[config.mk]
export PLATFORM = sky130hd
export DESIGN_NAME = jtframe_dwnld_pack
export DESIGN_NICKNAME = d
export VERILOG_FILES = /design/src/rtl/jtframe_dwnld_pack.sv
export SDC_FILE = /design/constraint.sdc
export NUM_CORES = 1
export LEC_CHECK = 0
export ABC_CLOCK_PERIOD_IN_PS = 13300
export CAP_MARGIN = 20
export CORE_ASPECT_RATIO = 1.4
export CORE_MARGIN = 8
export CORE_UTILIZATION = 58
export DETAILED_ROUTE_END_ITERATION = 10
export HOLD_SLACK_MARGIN = 0.05
export PLACE_DENSITY = 0.79
export SETUP_SLACK_MARGIN = 0.1
export SYNTH_ARGS = -nofsm -noshare
export SYNTH_HDL_FRONTEND = slang
export SYNTH_SLANG_ARGS = --single-unit
[constraint.sdc]
create_clock -name clk -period 13.3 [get_ports clk]
set_clock_uncertainty 0.2 [all_clocks]
set_input_delay 3.325 -clock clk [delete_from_list [all_inputs] [get_ports clk]]
set_output_delay 3.325 -clock clk [all_outputs]
set_load 0.01 [all_outputs]
[src/rtl/jtframe_dwnld_pack.sv]
// Byte-to-word write packer for ROM download: merges even/odd byte writes to one
// word, queues packed words in a small FIFO and hands them to SDRAM via req/ack.
module jtframe_dwnld_pack #(
  parameter int DEPTH        = 4,
  parameter int FLUSH_CYCLES = 64
) (
  input  logic        clk,
  input  logic        rst,
  input  logic        downloading,
  input  logic [21:0] prog_addr,
  input  logic [15:0] prog_data,
  input  logic [1:0]  prog_mask,
  input  logic [1:0]  prog_ba,
  input  logic        prog_we,
  output logic        prog_ack,
  output logic [21:0] wr_addr,
  output logic [15:0] wr_data,
  output logic [1:0]  wr_mask,
  output logic [1:0]  wr_ba,
  output logic        wr_req,
  input  logic        wr_ack,
  output logic        overrun,
  output logic        idle
);

  localparam int AW = $clog2(DEPTH);
  localparam int CW = AW + 1;
  localparam int TW = $clog2(FLUSH_CYCLES);
  localparam logic [TW-1:0] TMO_MAX = TW'(FLUSH_CYCLES - 1);

  typedef struct packed {
    logic [21:0] addr;
    logic [15:0] data;
    logic [1:0]  mask;
    logic [1:0]  ba;
  } entry_t;

  localparam entry_t EMPTY_ENTRY = '{addr: '0, data: '0, mask: 2'b11, ba: '0};

  entry_t          mem [DEPTH];
  entry_t          pend_reg, pend_next, push_entry, in_entry;
  logic            pend_valid_reg, pend_valid_next;
  logic [AW-1:0]   wr_ptr_reg, rd_ptr_reg;
  logic [CW-1:0]   count_reg, count_next;
  logic [TW-1:0]   tmo_reg;
  logic            prog_ack_reg, wr_req_reg, overrun_reg, idle_reg;
  logic            waiting_prev_reg;
  logic [21:0]     prev_addr_reg;
  logic [15:0]     prev_data_reg;
  logic [1:0]      prev_mask_reg;

  logic            full, empty, accept, same_word, flush, push, pop, waiting, changed;
  logic [1:0]      merged_mask;
  logic [15:0]     merged_data;

  assign full   = (count_reg == CW'(DEPTH));
  assign empty  = (count_reg == '0);
  // The !prog_ack term keeps the byte held during its ack cycle from being taken twice
  assign accept = prog_we && !prog_ack_reg && (!pend_valid_reg || !full);
  assign pop    = wr_ack && wr_req_reg && !empty;

  assign same_word   = pend_valid_reg && (prog_addr == pend_reg.addr) && (prog_ba == pend_reg.ba)
                       && ((~pend_reg.mask & ~prog_mask) == 2'b00);
  assign merged_mask = pend_reg.mask & prog_mask;
  assign merged_data = {prog_mask[1] ? pend_reg.data[15:8] : prog_data[15:8],
                        prog_mask[0] ? pend_reg.data[7:0]  : prog_data[7:0]};
  assign flush       = pend_valid_reg && !accept && !full && (!downloading || tmo_reg == TMO_MAX);
  assign in_entry    = '{addr: prog_addr, data: prog_data, mask: prog_mask, ba: prog_ba};

  always_comb begin
    push            = 1'b0;
    push_entry      = pend_reg;
    pend_next       = pend_reg;
    pend_valid_next = pend_valid_reg;
    if (accept) begin
      if (!pend_valid_reg) begin
        pend_next       = in_entry;
        pend_valid_next = 1'b1;
      end else if (same_word) begin
        pend_next.mask = merged_mask;
        pend_next.data = merged_data;
        if (merged_mask == 2'b00) begin
          push            = 1'b1;
          push_entry      = pend_next;
          pend_valid_next = 1'b0;
        end
      end else begin
        push            = 1'b1;
        pend_next       = in_entry;
        pend_valid_next = 1'b1;
      end
    end else if (flush) begin
      push            = 1'b1;
      pend_valid_next = 1'b0;
    end
  end

  always_comb begin
    count_next = count_reg;
    case ({push, pop})
      2'b10:   count_next = count_reg + 1'b1;
      2'b01:   count_next = count_reg - 1'b1;
      default: count_next = count_reg;
    endcase
  end

  assign waiting = prog_we && !accept && !prog_ack_reg;
  assign changed = (prog_addr != prev_addr_reg) || (prog_data != prev_data_reg)
                   || (prog_mask != prev_mask_reg);

  always_ff @(posedge clk or posedge rst) begin
    if (rst) begin
      for (int i = 0; i < DEPTH; i++) mem[i] <= EMPTY_ENTRY;
      pend_reg         <= EMPTY_ENTRY;
      pend_valid_reg   <= 1'b0;
      wr_ptr_reg       <= '0;
      rd_ptr_reg       <= '0;
      count_reg        <= '0;
      tmo_reg          <= '0;
      prog_ack_reg     <= 1'b0;
      wr_req_reg       <= 1'b0;
      overrun_reg      <= 1'b0;
      idle_reg         <= 1'b1;
      waiting_prev_reg <= 1'b0;
      prev_addr_reg    <= '0;
      prev_data_reg    <= '0;
      prev_mask_reg    <= 2'b11;
    end else begin
      if (push) begin
        mem[wr_ptr_reg] <= push_entry;
        wr_ptr_reg      <= wr_ptr_reg + 1'b1;
      end
      if (pop) rd_ptr_reg <= rd_ptr_reg + 1'b1;
      count_reg      <= count_next;
      pend_reg       <= pend_next;
      pend_valid_reg <= pend_valid_next;
      prog_ack_reg   <= accept;
      // Rises a cycle after the first push, but falls together with the last pop
      wr_req_reg     <= (count_reg != '0) && (count_next != '0);
      idle_reg       <= !downloading && !pend_valid_reg && empty;

      if (accept || flush)
        tmo_reg <= '0;
      else if (pend_valid_reg && tmo_reg != TMO_MAX)
        tmo_reg <= tmo_reg + 1'b1;

      // A held byte must stay stable until accepted; any change means it was lost
      if (waiting && waiting_prev_reg && changed) overrun_reg <= 1'b1;
      waiting_prev_reg <= waiting;
      prev_addr_reg    <= prog_addr;
      prev_data_reg    <= prog_data;
      prev_mask_reg    <= prog_mask;
    end
  end

  assign prog_ack = prog_ack_reg;
  assign wr_addr  = mem[rd_ptr_reg].addr;
  assign wr_data  = mem[rd_ptr_reg].data;
  assign wr_mask  = mem[rd_ptr_reg].mask;
  assign wr_ba    = mem[rd_ptr_reg].ba;
  assign wr_req   = wr_req_reg;
  assign overrun  = overrun_reg;
  assign idle     = idle_reg;

endmodule
Word level (Yosys, flattened, before mapping) --
Index checks and enable logic that the tools add are counted.
Cells by class: add/sub/neg operators 5, magnitude comparators 3, multiplexer cells 29, reduce and logical (&&, ||, !) cells 38, bitwise gates (word level) 6, equality and inequality tests 11
Operators with widths (number):
- bitwise mux 168 bit | 1
- two-way mux 42 bit | 4
- binary-select mux 42 bit (select 2 bit) | 1
- demux 42 bit (select 2 bit) | 1
- two-way mux 20 bit | 4
- == test 22 bit | 1
- two-way mux 22 bit | 1
- inequality test 22 bit | 1
- logical AND 1 bit | 19
- two-way mux 18 bit | 1
- two-way mux 8 bit | 2
- inequality test 16 bit | 1
- two-way mux 6 bit | 2
- two-way mux 1 bit | 10
- adder 6 x 1 -> 6 bit, second input constant | 1
- == test 6 bit, second input constant | 1
- greater-or-equal comparator 3 bit, second input constant | 2
- logical NOT 1 bit | 6
- inequality test 6 bit, second input constant | 1
- inverter 2 -> 3 bit | 2
- case mux 3 bit (2 select lines) | 1
- nonzero test 3 bit | 2
- logical OR 1 bit | 5
- adder 2 x 1 -> 2 bit, second input constant | 2
- other kinds (16) | 20
Word-level totals: output and inout bits 46, register bits after elaboration 269, word-level logic and storage cells 125, bits of input ports 47

Logic depth before layout (Yosys ltp) --
depth after elaboration 14, depth in mapped cells 13, mapped depth without buffers 12

Worst setup path after synthesis --
No wires, ideal clock.
path type input to register, start point in prog_mask[1], end point reg wr_req_reg, in the netlist wr_req, buffers on the path 1, data required time 12971 ps, setup time 129 ps, arrival 5580 ps, setup slack 7390 ps, stages 13, cells stage by stage buf_2 -> nor2_1 -> nor4_1 -> and4_1 -> and3_2 -> o21a_1 -> ha_1 -> inv_1 -> fa_1 -> xor2_1 -> nor2_1 -> xor2_1 -> o41a_1
On the way: word-level cells in the longest chain between the ends 11, elaborated cells on any way between the ends 15, classes of those cells eq/ne: 2; mux: 5; bitwise: 3; reduce/logical: 5
Ends and longest elaborated chain:
- start: declaration | RTL line 12 | input logic [1:0] prog_mask,
- inverter 2 bit | RTL line 63 | && ((~pend_reg.mask & ~prog_mask) == 2'b00);
- AND 2 bit | RTL line 63
- logical NOT 2 bit | RTL line 63
- logical AND 1 bit | RTL line 63
- two-way mux 1 bit (*) | RTL line 79 | end else if (same_word) begin
- two-way mux 1 bit (*) | RTL line 76 | if (!pend_valid_reg) begin
- two-way mux 1 bit (*) | RTL line 75 | if (accept) begin
- == test 2 x 1 -> 1 bit / == test 2 bit (equally long branches) | RTL line 100 | case ({push, pop})
- case mux 3 bit (2 select lines) (*) | RTL line 100
- via count_next[2] | RTL line 44 | logic [CW-1:0] count_reg, count_next;
- nonzero test 3 bit (*) | RTL line 139 | wr_req_reg <= (count_reg != '0) && (count_next != '0);
- logical AND 1 bit (*) | RTL line 139
- end signal: assignment | RTL line 139
- end: declaration | RTL line 46 | logic prog_ack_reg, wr_req_reg, overrun_reg, idle_reg;
Mark *: on every way through the listed nets, which the timed path passes. The rest lies on a longest branch. A chain may end at the register's enable or synchronous reset.

Final worst setup path --
start point reg rd_ptr_reg[0], end point out wr_addr[19]
On the way: word-level cells in the longest chain between the ends 4
Ends and longest elaborated chain:
- start: declaration | RTL line 43 | logic [AW-1:0] wr_ptr_reg, rd_ptr_reg;
- start signal: assignment | RTL line 133 | if (pop) rd_ptr_reg <= rd_ptr_reg + 1'b1;
- inverter 2 -> 3 bit (not written as such) | RTL line 157 | assign wr_addr = mem[rd_ptr_reg].addr;
- binary-select mux 42 bit (select 2 bit) | RTL line 157
- two-way mux 42 bit (2 in a row)
- end: declaration | RTL line 16 | output logic [21:0] wr_addr,
No other way between the ends. The select of a mux whose other input is x is not followed.

==> run summary <==
grt ovf -> 0
ANT nets after route -> 0
first-iteration detailed-routing DRC count -> 344
Most used DFF post-synth -> dfrtp_1
cell row count -> 62
crit path time final -> 6.513 ns
Post-synth EDFFs -> 0
Buffers & Inverters on Critical Path -> 2
Worst Path Required -> 9.77 ns
# DRC -> 0
Starting Density -> 0.5885
Placed Area -> 13080 sq um
final instance area -> 14000 sq um
met1 usage -> 0.2641
peak supply drop -> 0.0001602 V
synthesis-to-finish area growth -> 16.17%
max reg flops -> 168
number of fill cells in the layout -> 1423
Final Cycle Share -> 0.4897
Vias -> 6720
met2 GRT Util -> 0.3759
Clock transition at path regs -> 0.06 ns
Post-Syn Area -> 12050 sq um
Worst slew margin -> 0.3731
CTS max path bufs -> 3
Synth Net Count -> 815
Final Max Tran Viols -> 0
TNS Setup -> 0 ns
WL/cell -> 23.50 um
top post-synthesis cells by count -> dfrtp_1 (256), mux2_2 (203), xnor2_1 (50)
RSZ-0062 raised after global routing -> no
#FFs+latches synth -> 269
Hold WC Path Type -> flip-flop to flip-flop
Critical Path Fanout Max -> 32
first-pass GRT wire length -> 43.15 mm
status -> complete, no violations
DR pass1 iterations -> 4
largest cells by area after synthesis -> dfrtp_1 (53%), mux2_2 (19%), mux4_2 (7.8%)
post-CTS sizing -> 0
clk root buf -> clkbuf_16
Tot GR Track Use -> 0.2162
Worst Path Arrival -> 2.99 ns
leakage -> 5.752 nW
layout cells sized above 1 -> 0.3931
# hold bufs at CTS -> 0
crit end category -> output pin
core area -> 20480 sq um
CTS H-tree lvls -> 1
Max Cap Violations -> 0
asr flop ratio synth -> 1.000
Nets -> 910
die area -> 25710 sq um
crit start category -> flip-flop
DRT Wirelength -> 26.63 mm
Top Ports -> 93
Tot Pwr -> 3.692 mW
DR vias/cell -> 5.931
Post-Synthesis Cells -> 761
IO buf count -> 92
critical path type -> flip-flop to output pin
sequential area share after synthesis -> 0.5599
most area-hungry cell type in the Yosys netlist -> dfrtp_1
delay-heaviest family, CP -> buffers and inverters
slowest cell on the critical path -> mux4_2
Yosys top cell area share -> 0.5316
TritonCTS buffer count -> 27
Clock Latency Late Sink -> 0.52 ns
worst slew pin tran -> 0.9403 ns
die width -> 137.8 um
Placer Congestion -> 0.8183
Distinct cells, synth -> 50
Top Usage Layer GRT -> met2
initial antenna violation count -> 2
Final Hold Viols -> 0
critical-path cell list -> buf_4, mux4_2, clkdlybuf4s50_1
largest net degree at the start of global routing -> 128
Worst path max stage delay -> 0.64 ns
Sink Count -> 269
pwr dens -> 263.7 nW/um^2
Post-CTS Setup Bufs -> 0
Die H -> 186.6 um
most common cell in the netlist -> dfrtp_1
Final HPWL DP -> 18.12 mm
vias in the first global route -> 7693
Final setup viols -> 0
Mapped Avg Cell Area -> 15.84 sq um
Highest Clock Rate -> 153.5 MHz
Yosys warnings -> 0
M3 GR Usage -> 0.03548
CTS tree -> done
## kinds of logic after synthesis
group,after synthesis,share of synthesized area
buffers and inverters,47,0.02834
AO/OA/AOI/OAI,29,0.02326
flip-flops,269,0.5599
XOR/XNOR,75,0.05451
adder cells (fa/ha/maj),7,0.007890
multiplexers,266,0.2935
AND/OR/NAND/NOR,68,0.03260
## power by group
| group | leakage (nW) | switching, mW | internal (mW) | total (mW) |
|---|---|---|---|---|
| logic | 2.12 | 0.595 | 0.888 | 1.48 |
| clock network | 0.453 | 0.300 | 0.475 | 0.774 |
| registers | 3.17 | 0.254 | 1.18 | 1.43 |
| total | 5.75 | 1.15 | 2.54 | 3.69 |
## metal layers
layer / wire, um / up-vias
met3: 1426 / 48
met1: 10340 / 3553
li1: - / 2950
met5: 0 / -
met2: 14000 / 169
met4: 859 / 0
## worst paths after layout
| kind | from | end | slack, ns | depth (start not counted) |
|---|---|---|---|---|
| worst max-delay path | rd_ptr_reg[0] | wr_addr[19] | 6.79 | 3 |
| worst min-delay path | waiting_prev_reg | overrun | 0.29 | 1 |
| worst max register to register | pend_reg[20] | wr_req | 9.89 | 12 |
| worst min register to register | waiting_prev_reg | overrun | 0.29 | 1 |
| max in group asynchronous | rst | mem[46] | 8.20 | 3 |
| min in group asynchronous | rst | mem[110] | 3.19 | 2 |
## layout by cell type, fill, tap and decap left out, types with 2 or more instances in the layout
cell type,instances
xor2_1,25
o21a_1,2
and3_1,4
xnor2_1,50
bufinv_16,3
buf_4,9
clkbuf_16,27
mux4_2,42
a21oi_1,2
clkbuf_8,8
o21ai_0,6
nor4_1,8
a31oi_4,5
mux2_4,19
mux2_2,203
nand4_1,15
dfstp_2,13
clkdlybuf4s50_1,92
dfrtp_2,2
dfrtp_1,254
diode_2,2
nand3_1,2
mux2i_1,2
inv_1,11
ha_1,6
clkinv_2,3
nand3_2,2
nand2_1,9
a21boi_0,2
nor3_1,3
nor2_1,14
and4_1,2
clkbuf_1,7
## per-stage QoR
step,instances,hold WS (ns),utilization,setup WS [ns]
2_1_floorplan,761,0.2591,-,2.386
3_3_place_gp,1083,0.2660,0.6386,6.542
3_5_place_dp,1083,0.2792,0.6386,6.479
4_1_cts,1131,0.2926,0.6833,6.692
5_1_grt,1133,0.3095,0.6836,6.596
6_report,1133,0.2928,0.6836,6.787
## cell type report
| class | instances | area [sq um] | area share |
|---|---|---|---|
| multi-input cells | 445 | 4966 | 0.3547 |
| inverters | 12 | 52.55 | 0.003754 |
| well taps | 256 | 320.3 | 0.02288 |
| clock buffers | 42 | 812.0 | 0.05800 |
| diodes | 2 | 5.005 | 0.0003575 |
| clock inverters | 6 | 105.1 | 0.007507 |
| repair buffers | 101 | 988.4 | 0.07060 |
| flip-flops and latches | 269 | 6750 | 0.4822 |
Note: power is estimated with default switching activity, not from simulation.
